===== config.mk =====
export PLATFORM = sky130hd
export DESIGN_NAME = ws2812b_meter_scheduler
export DESIGN_NICKNAME = d
export VERILOG_FILES = /design/src/rtl/ws2812b_meter_pkg.sv /design/src/rtl/ws2812b_meter_decay.sv /design/src/rtl/ws2812b_meter_scheduler.sv
export SDC_FILE = /design/constraint.sdc
export NUM_CORES = 1
export LEC_CHECK = 0
export ABC_CLOCK_PERIOD_IN_PS = 15300
export CORE_ASPECT_RATIO = 1.75
export CORE_UTILIZATION = 37
export DETAILED_ROUTE_END_ITERATION = 8
export PLACE_DENSITY = 0.57
export SKIP_LAST_GASP = 1
export SLEW_MARGIN = 20
export SYNTH_ARGS = -nofsm -noshare
export SYNTH_HDL_FRONTEND = slang
export SYNTH_SLANG_ARGS = --single-unit

===== constraint.sdc =====
create_clock -name clk -period 15.3 [get_ports clk]
set_input_delay 2.295 -clock clk [delete_from_list [all_inputs] [get_ports clk]]
set_output_delay 2.295 -clock clk [all_outputs]
set_load 0.05 [all_outputs]

===== src/rtl/ws2812b_meter_pkg.sv =====
// ws2812b_meter_pkg: shared count width, band fractions and scheduler states
package ws2812b_meter_pkg;
  localparam int CW = 16;
  localparam logic [7:0] BAND0 = 8'd154;
  localparam logic [7:0] BAND1 = 8'd218;
  typedef logic [CW-1:0] count_t;
  typedef enum logic [1:0] {IDLE, ACCUM, COMPUTE, UPDATE} state_t;
endpackage


===== src/rtl/ws2812b_meter_decay.sv =====
// ws2812b_meter_decay: next on_count, peak_pos and hold_cnt from the frame target
module ws2812b_meter_decay
  import ws2812b_meter_pkg::*;
#(
  parameter int HOLD_FRAMES = 30,
  parameter int DECAY_STEP = 1
) (
  input  count_t target,
  input  count_t on_count,
  input  count_t peak_pos,
  input  count_t hold_cnt,
  input  count_t max_count,
  output count_t on_next,
  output count_t peak_next,
  output count_t hold_next
);
  count_t drop, on_dec, peak_dec, peak_raw;
  always_comb begin
    drop = on_count - target;
    on_dec = target >= on_count ? target : on_count - (drop < count_t'(DECAY_STEP) ? drop : count_t'(DECAY_STEP));
    on_next = on_dec > max_count ? max_count : on_dec;
    peak_dec = peak_pos - count_t'(1);
    peak_raw = target >= peak_pos ? target : hold_cnt != '0 ? peak_pos : peak_dec < on_next ? on_next : peak_dec;
    peak_next = peak_raw > max_count ? max_count : peak_raw;
    hold_next = target >= peak_pos ? count_t'(HOLD_FRAMES) : hold_cnt != '0 ? hold_cnt - count_t'(1) : hold_cnt;
  end
endmodule


===== src/rtl/ws2812b_meter_scheduler.sv =====
// ws2812b_meter_scheduler: frame-synchronised level meter with decay and peak hold
module ws2812b_meter_scheduler
  import ws2812b_meter_pkg::*;
#(
  parameter int HOLD_FRAMES = 30,
  parameter int DECAY_STEP = 1
) (
  input  logic          clk,
  input  logic          reset_n,
  input  logic          enable,
  input  logic          s_valid,
  output logic          s_ready,
  input  logic [CW-1:0] s_level,
  input  logic          frame_sync,
  input  logic [CW-1:0] max_count,
  output logic          meter_enable,
  output logic [CW-1:0] on_count,
  output logic [CW-1:0] vis_count0,
  output logic [CW-1:0] vis_count1,
  output logic [CW-1:0] vis_count2,
  output logic [CW-1:0] peak_pos,
  output logic          busy
);
  state_t state, state_next;
  count_t acc_max, hold_cnt, target, on_next, peak_next, hold_next;
  ws2812b_meter_decay #(.HOLD_FRAMES(HOLD_FRAMES), .DECAY_STEP(DECAY_STEP)) u_decay (
    .target(target), .on_count(on_count), .peak_pos(peak_pos), .hold_cnt(hold_cnt),
    .max_count(max_count), .on_next(on_next), .peak_next(peak_next), .hold_next(hold_next)
  );
  assign s_ready = state == ACCUM;
  assign busy = state == COMPUTE || state == UPDATE;
  always_ff @(posedge clk or negedge reset_n)
    if (!reset_n) state <= IDLE;
    else state <= state_next;
  always_comb begin
    state_next = !enable ? IDLE :
                 state == IDLE ? ACCUM :
                 state == ACCUM ? (frame_sync ? COMPUTE : ACCUM) :
                 state == COMPUTE ? UPDATE : ACCUM;
  end
  always_ff @(posedge clk or negedge reset_n)
    if (!reset_n) begin
      meter_enable <= 1'b0;
      acc_max <= '0;
      hold_cnt <= '0;
      target <= '0;
      on_count <= '0;
      peak_pos <= '0;
      vis_count0 <= '0;
      vis_count1 <= '0;
      vis_count2 <= '0;
    end else begin
      meter_enable <= enable;
      if (!enable) begin
        acc_max <= '0;
        hold_cnt <= '0;
        on_count <= '0;
        peak_pos <= '0;
      end else if (state == ACCUM) begin
        if (s_valid && s_level > acc_max) acc_max <= s_level;
      end else if (state == COMPUTE) begin
        target <= count_t'((32'(acc_max) * 32'(max_count)) >> 16);
        vis_count0 <= count_t'((32'(max_count) * 32'(BAND0)) >> 8);
        vis_count1 <= count_t'((32'(max_count) * 32'(BAND1)) >> 8);
        vis_count2 <= max_count;
      end else if (state == UPDATE) begin
        on_count <= on_next;
        peak_pos <= peak_next;
        hold_cnt <= hold_next;
        acc_max <= '0;
      end
    end
endmodule


==> impl_metrics.tcl, run 1 <==
set metrics [dict create \
    hold_class "register to register" \
    final_layout_size_suffix_gt1_share_pct 4.420 \
    seqPwrFrac_pct 11.6 \
    path_buf_inv 3 \
    wl_met3_um 3383 \
    p_sw_uw 3000 \
    avgRoutedWirePerCell_um 23.13 \
    wl_met2_um 41530 \
    fmax_ghz 0.07305 \
    root_buffer "clkbuf_16" \
    die-width_um 182.9 \
    wirelength_um 77770 \
    hold_viol 0 \
    cts_max_path_buffers 2 \
    holdBufCountCts 0 \
    synth_cell_types 80 \
    cp-start-kind "register" \
    clk_pin_slew_ps 70 \
    ctsResizeCount 0 \
    final_util_pct 42.66 \
    synth_edf_count 0 \
    vias 18480 \
    synthTopCellsByArea "fa_1 24%, ha_1 18%, dfrtp_1 15%" \
    max_stage_delay_ps 1020 \
    ys_seq_area_share_pct 15.46 \
    synthDominantCellAreaShare_pct 23.98 \
    synthToLayoutAreaGrowth_pct 13.50 \
    crit_required_ps 15660 \
    start_util_pct 37.59 \
    row_count 115 \
    crit_top_cell "a21o_1" \
    nets 3181 \
    grt_pass1_wl_um 117900 \
    multiInputGateArea_mm2 0.01611 \
    crit_arrival_ps 14050 \
    dieArea_mm2 0.05830 \
    yosys_warnings 0 \
    grt.overflow.total 0 \
    p_int_uw 2216 \
    yosys.area.top_type "fa_1" \
    ys.flop_type "dfrtp_1" \
    io_pins 120 \
    comb_power_share_pct 79.6 \
    core_area_mm2 0.05640 \
    postSynth.asyncResetShare_pct 100.0 \
    route.detailed.drc 0 \
    syn_inst 2480 \
    status "finished, final reports clean" \
    highest_layer "met5" \
    tritoncts "yes" \
    dr.pass1.iters 7 \
    p_leak_uw 0.01184 \
    crit_family "compound AO/OA/AOI/OAI gates" \
    grt_pass1_vias 19700 \
    grt_antenna_before_repair 2 \
    n_fill_cell 5693 \
    die_height_um 318.7 \
    setup_slack_ps 1610 \
    crit_type "register to register" \
    io_buffers 119 \
    drt_iter0_drc 1146 \
    maxCapViolations 0 \
    finalCritPeriodShare_pct 89.48 \
    avgSynthCellArea_um2 8.549 \
    slowest_stage "nor4_1" \
    slew_violations 0 \
    grt_max_degree 99 \
    setup_viol 0 \
    ant_nets 0 \
    cts_buffers 17 \
    ys_seq_elements 131 \
    relSlewSlack_pct 19.42 \
    cts_max_level 4 \
    m1WireLength_um 26940 \
    dpl.hpwl_um 60860 \
    setup-tns-final_ps 0 \
    syn-cell-area_mm2 0.02120 \
    endpoint_kind "register" \
    power_frac_clock_pct 8.8 \
    p_per_area_mw_per_mm2 216.7 \
    crit_fanout 17 \
    routed_via_density 5.495 \
    stdcell_area_mm2 0.02406 \
    dp_slack_ps 2060 \
    insertion_delay_ps 470 \
    sw_frac_of_total_pct 57.51 \
    cts.sinks 131 \
    place_congestion 0.9769 \
    ff_latch_area_mm2 0.003278 \
    peakVddDrop_mv 0.1864 \
    tightest_slew_ps 1198 \
    grt_usage_pct 27.48 \
    dpl_cell_area_mm2 0.02343 \
    fin_crit_ps 13690 \
    cts_setup_buffers 0 \
    finClkSkew_ps 13.80 \
    rsz0062_at_grt "no" \
    total_power_uw 5216 \
]
==> cell usage in the layout (no fill, tap or decap), types with 12 or more instances in the layout <==
cell / count
o21ai_0: 155
a21oi_1: 87
xnor2_1: 53
xor2_1: 30
nor2_1: 178
clkbuf_16: 17
conb_1: 15
and3_1: 17
nor3_1: 42
inv_1: 404
nand2b_1: 19
clkdlybuf4s50_1: 118
nand3_1: 55
a211oi_1: 16
nor4_1: 12
ha_1: 301
o211ai_1: 14
a21o_1: 50
o21a_1: 18
nand4_1: 29
nand2_1: 315
dfrtp_1: 131
buf_4: 48
nor2b_1: 13
fa_1: 254
==> registers in the layout, indices dropped and copies added, names as in the netlist <==
register	cells
acc_max	16
hold_cnt	16
on_count	16
peak_pos	16
target	16
vis_count0	16
vis_count1	16
vis_count2	16
state	2
meter_enable	1
==> kinds of logic after synthesis <==
family,count (synthesis),synth area share [%]
simple gates,730,15.55
fa+ha+maj,555,41.75
buf+inv,504,8.971
compound gates,458,13.94
flops,131,15.46
xor+xnor,83,3.429
mux,17,0.8676
other cells,2,0.03542
==> worst register-to-register path, delay by kind of cell, from the launching register on <==
kind	cells	cell delay [ps]
AOI/OAI and AO/OA	26	6560
adders and majority gates	5	1710
buffers and inverters	3	550
DFF	1	540
and+or+nand+nor	15	4210
==> final timing paths <==
kind | from | depth (start not counted) | to | slack (ps)
max | target[9] | 49 | peak_pos[7] | 1610
min | vis_count2[9] | 2 | vis_count2[9] | 470
max reg2reg | target[9] | 49 | peak_pos[7] | 1610
min reg2reg | vis_count2[9] | 2 | vis_count2[9] | 470
max in group asynchronous | reset_n | 2 | on_count[5] | 12100
min in group asynchronous | reset_n | 1 | vis_count0[13] | 1780
==> cells in the mapped netlist, drive strengths merged, types with 14 or more instances <==
library cell and instances:
nor2 178, a211oi 16, a21oi 89, a21o 50, nor2b 14, nand2 316
o21ai 160, nor3 42, clkbuf 78, inv 404, nand2b 19, dfrtp 131
o21a 18, and3 17, xor2 30, nand4 30, nand3 56, xnor2 53
o211ai 14, ha 301, fa 254
==> through the flow <==
step / hold slack [ps] / cells
after global placement: 462.1 / 3330
after detailed placement: 470.0 / 3330
after CTS: 485.3 / 3362
after global routing: 510.4 / 3362
final: 473.9 / 3363
after floorplan: 496.2 / 2493
==> routing by layer <==
metal / global-route usage [%] / vias up
met1: 28.07 / 9198
met2: 51.04 / 619
met5: 0 / -
met3: 3.317 / 234
li1: - / 8426
met4: 19.44 / 4
==> power groups by stage <==
stage | sequential, uW | clock, uW | combinational [uW]
final | 603 | 460 | 4150
after global routing | 618 | 482 | 4510
after CTS | 605 | 473 | 4100
after detailed placement | 611 | 0 | 4080
after global placement | 605 | 0 | 4060
after floorplan | 828 | 0 | 2520
==> area by class of cell <==
cell class                 instances  area share [%]
antenna                            1         0.01040
multi-input combinational       1858           66.93
tap                              760           3.952
inverter                         414           6.458
sequential                       131           13.62
timing repair buffer             167           6.453
clock inverter                    15          0.8059
clock buffer                      17           1.768
(Power assumes the default switching activity.)
==> inputs of run 2 (changes only) <==
Settings changed: ABC_CLOCK_PERIOD_IN_PS 15300 to 11200, CTS_BUF_LIST set to sky130_fd_sc_hd__clkbuf_8 sky130_fd_sc_hd__clkbuf_16, PLACE_DENSITY 0.57 to 0.59, TNS_END_PERCENT set to 1.
Clock period 15.3 ns to 11.2 ns, I/O delays scaled along.
==> impl_metrics.tcl, run 2 (same netlist as run 1, synthesis figures left out) <==
set metrics [dict create \
    layout_common_cells "404 x inv_1, 315 x nand2_1, 297 x ha_1" \
    synthToLayoutAreaGrowth_pct 19.09 \
    finClkSkew_ps 12.14 \
    cts_max_level 4 \
    dpl.hpwl_um 65490 \
    p_leak_uw 0.01243 \
    total_power_uw 8253 \
    setup_viol 0 \
    dpl_cell_area_mm2 0.02414 \
    hold_viol 0 \
    crit_required_ps 11510 \
    slowest_stage "or4b_4" \
    start_util_pct 37.59 \
    nets 3290 \
    routed_via_density 5.526 \
    insertion_delay_ps 470 \
    wirelength_um 80670 \
    clk_pin_slew_ps 70 \
    status "finished, final reports clean" \
    peakVddDrop_mv 0.2407 \
    whs_ps 479.8 \
    max_stage_delay_ps 540 \
    cts_buffers 17 \
    dieArea_mm2 0.05830 \
    grt_pass1_wl_um 121000 \
    grt.overflow.total 0 \
    grt_pass1_vias 20220 \
    maxCapViolations 0 \
    route.detailed.drc 0 \
    hold_class "register to register" \
    drt_iter0_drc 1107 \
    vias 19190 \
    fmax_ghz 0.09257 \
    grt_usage_pct 28.29 \
    root_buffer "clkbuf_16" \
    die_height_um 318.7 \
    io_buffers 119 \
    finalCritPeriodShare_pct 96.45 \
    grt_max_degree 100 \
    slew_violations 0 \
    ant_nets 0 \
    cts_max_path_buffers 2 \
    endpoint_kind "register" \
    dr.pass1.iters 5 \
    grt_antenna_before_repair 2 \
    io_pins 120 \
    relSlewSlack_pct 27.57 \
    fin_crit_ps 10800 \
    path_buf_inv 5 \
    row_count 115 \
    place_congestion 0.9814 \
    tightest_slew_ps 1084 \
    final_common_cell "inv_1" \
    crit_top_cell "a21o_1" \
    cp-start-kind "register" \
    avgRoutedWirePerCell_um 23.23 \
    crit_arrival_ps 11110 \
    n_fill_cell 5643 \
    cts.sinks 131 \
    crit_fanout 7 \
    tritoncts "yes" \
    p_per_area_mw_per_mm2 326.9 \
    crit_family "compound AO/OA/AOI/OAI gates" \
    stdcell_area_mm2 0.02525 \
    final_layout_size_suffix_gt1_share_pct 10.18 \
    die-width_um 182.9 \
    final_util_pct 44.76 \
    crit_type "register to register" \
    core_area_mm2 0.05640 \
]
==> run 2: cell types whose count changed in the layout (fill, tap and decap cells not counted), sizes merged <==
cell	delta
buf	+109
inv	-3
clkinv	+3
clkinvlp	-1
clkbuf	+1
==> run 2: metal layers <==
layer	part of all wire (%)	track usage [%]	wire [um]	vias to the layer above
met5	0.016	0	13	-
met4	9.8	23.26	7909	2
met3	4.0	3.751	3248	342
met2	52	51.02	41790	657
met1	34	28.73	27710	9548
li1	-	-	-	8639
==> run 2: final cells by class <==
cell class,instances,area (um^2),share of cell area (%)
multi-input cells,1858,16450,65.14
clock inverters,14,176.4,0.6987
flip-flops and latches,131,3281,12.99
clock buffers,18,439.2,1.739
inverters,414,1554,6.155
repair buffers,276,2399,9.500
well taps,760,950.9,3.766
diodes,1,2.502,0.009911
==> run 2: worst paths after layout <==
path	from	end	slack, ps	cells after the start
setup / recovery	on_count[0]	peak_pos[9]	400	53
hold / removal	vis_count1[2]	vis_count1[2]	480	2
setup reg to reg	on_count[0]	peak_pos[9]	400	53
hold reg to reg	vis_count1[2]	vis_count1[2]	480	2
max in group asynchronous	reset_n	peak_pos[2]	9010	2
min in group asynchronous	reset_n	vis_count0[10]	1110	1
==> run 2: metrics by stage <==
stage	std cells	setup TNS, ps	setup slack (ps)
2_1_floorplan	2493	0	10.30
3_3_place_gp	3421	-39.54	-39.54
3_5_place_dp	3421	-111.1	-86.05
4_1_cts	3453	-160.4	-78.19
5_1_grt	3471	-994.7	-102.3
6_report	3472	0	397.9
==> run 2: where the power goes <==
part,internal (uW),switching [uW],total (uW),leakage (uW)
Combinational,2780,4070,6850,0.0104
Sequential,633,151,784,0.00171
Clock,359,260,618,0.000298
Total,3780,4480,8250,0.0124
==> run 2: worst reg2reg max path, delay by kind of cell, from the launching register on <==
family	cells	cell delay, ps
AND/OR/NAND/NOR	13	2460
AO/OA/AOI/OAI	27	4850
flip-flops	1	350
adder cells (fa/ha/maj)	6	1830
buffers and inverters	5	610
XOR/XNOR	1	180
multiplexers	1	340
==> run 2: what timing repair did <==
item / 4_1_cts / 5_1_grt
hold buffers: 0 / 0
setup endpoints to repair: 12 / 16
pin swaps: 0 / 41
resized for setup: 1 / 73
buffers inserted: 0 / 18
gates cloned: 0 / 0
==> inputs of run 3 (changes only) <==
Settings changed: CORE_ASPECT_RATIO 1.75 to 1.1, TNS_END_PERCENT 1 to 50.
==> impl_metrics.tcl, run 3 (same netlist as run 1, synthesis figures left out) <==
set metrics [dict create \
    endpoint_kind "register" \
    dr.pass1.iters 5 \
    p_int_uw 3836 \
    slowest_stage "or4b_4" \
    p_leak_uw 0.01253 \
    cp-startpoint "on_count[0]" \
    dieArea_mm2 0.05826 \
    seqPwrFrac_pct 9.4 \
    synthToLayoutAreaGrowth_pct 19.20 \
    drt_iter0_drc 1399 \
    crit_required_ps 11570 \
    hold_viol 0 \
    p_per_area_mw_per_mm2 324.6 \
    status "finished, final reports clean" \
    setup_viol 0 \
    min-delay-start "vis_count0[12]" \
    r2r_start "on_count[0]" \
    hold_class "register to register" \
    fin_cells 3478 \
    n_fill_cell 5661 \
    tritoncts "yes" \
    grt_pass1_vias 20100 \
    core_area_mm2 0.05636 \
    dpl.hpwl_um 63010 \
    place_congestion 1.010 \
    final_common_cell "inv_1" \
    dpl.cell_count 3440 \
    grt_max_degree 105 \
    cts.sinks 131 \
    row_count 91 \
    crit_type "register to register" \
    cts_buffers 17 \
    tightest_slew_ps 1115 \
    slew_violations 0 \
    peakVddDrop_mv 0.2121 \
    crit_top_cell "a21o_1" \
    maxCapViolations 0 \
    start_util_pct 37.62 \
    cp-start-kind "register" \
    comb_power_share_pct 82.9 \
    sw_frac_of_total_pct 53.23 \
    route.detailed.drc 0 \
    avgRoutedWirePerCell_um 22.89 \
    grt_antenna_before_repair 1 \
    io_pins 120 \
    finClkSkew_ps 12.37 \
    grt.overflow.total 0 \
    cts_max_path_buffers 2 \
    io_buffers 119 \
    p_sw_uw 4367 \
    grt_pass1_wl_um 121300 \
    grt_usage_pct 27.95 \
    nets 3315 \
    relSlewSlack_pct 25.51 \
    fin_crit_ps 10810 \
    die_height_um 253.1 \
    vias 19240 \
    clk_pin_slew_ps 70 \
    final_layout_size_suffix_gt1_share_pct 10.39 \
    crit_arrival_ps 11180 \
    ant_nets 0 \
    max_stage_delay_ps 520 \
    diodes 0 \
    die-width_um 230.2 \
    wirelength_um 79610 \
    routed_via_density 5.533 \
    fmax_ghz 0.09249 \
    crit_fanout 5 \
    root_buffer "clkbuf_16" \
    final_util_pct 44.84 \
    finalCritPeriodShare_pct 96.54 \
    power_frac_clock_pct 7.6 \
    cts_max_level 4 \
    layout_common_cells "404 x inv_1, 315 x nand2_1, 298 x ha_1" \
    insertion_delay_ps 480 \
]
-- run 3: path summary, 6_finish.rpt --
kind / slack [ps] / endpoint / depth (start not counted)
min reg2reg: 480 / vis_count0[12] / 2
min: 480 / vis_count0[12] / 2
max: 390 / peak_pos[7] / 55
max reg2reg: 390 / peak_pos[7] / 55
min in group asynchronous: 1260 / vis_count1[14] / 1
max in group asynchronous: 8620 / hold_cnt[1] / 2
-- run 3: metrics by stage --
step | setup slack [ps] | TNS [ps] | area, um^2 | hold WS, ps | power (uW)
after floorplan | 10.30 | 0 | 21290 | 496.2 | 4619
after global placement | 80.19 | 0 | 24380 | 465.2 | 7153
after detailed placement | -7.467 | -7.467 | 24380 | 468.5 | 7162
after CTS | 9.552 | 0 | 25010 | 481.6 | 7852
after global routing | -71.13 | -237.7 | 25270 | 503.6 | 8761
final | 387.8 | 0 | 25270 | 478.2 | 8204
-- run 3: critical path, delay by kind of cell, from the launching register on --
family / cells / cell delay (ps)
flip-flops: 1 / 360
AO/OA/AOI/OAI: 30 / 5350
buffers and inverters: 3 / 350
XOR/XNOR: 2 / 230
adder cells (fa/ha/maj): 6 / 1970
AND/OR/NAND/NOR: 14 / 2430
-- run 3: final cells by class --
class	count	area [um^2]	share of cell area [%]
flip-flops and latches	131	3281	12.98
repair buffers	301	2570	10.17
multi-input cells	1858	16320	64.59
inverters	414	1554	6.149
well taps	744	930.9	3.684
clock inverters	11	160.2	0.6337
clock buffers	19	452.9	1.792
-- run 3: metal layers --
layer / GRT usage [%] / part of all wire, %
met2: 47.44 / 48
met5: 0 / 0.016
met3: 3.694 / 6.4
met1: 35.11 / 41
met4: 13.17 / 4.8
-- run 3: power groups by stage --
| stage | Sequential (uW) | Combinational, uW | Clock, uW |
|---|---|---|---|
| floorplan | 1130 | 3490 | 0 |
| global placement | 778 | 6370 | 0 |
| detailed placement | 781 | 6380 | 0 |
| CTS | 773 | 6450 | 632 |
| global route | 793 | 7320 | 648 |
| finish | 775 | 6800 | 625 |
-- run 3: what timing repair did --
action,4_1_cts,5_1_grt
endpoints found under the hold margin,0,0
hold buffers,0,0
gates resized for setup,2,50
setup endpoints to repair,4,16
buffers inserted,1,6
cloned,0,1
pin swaps,0,27
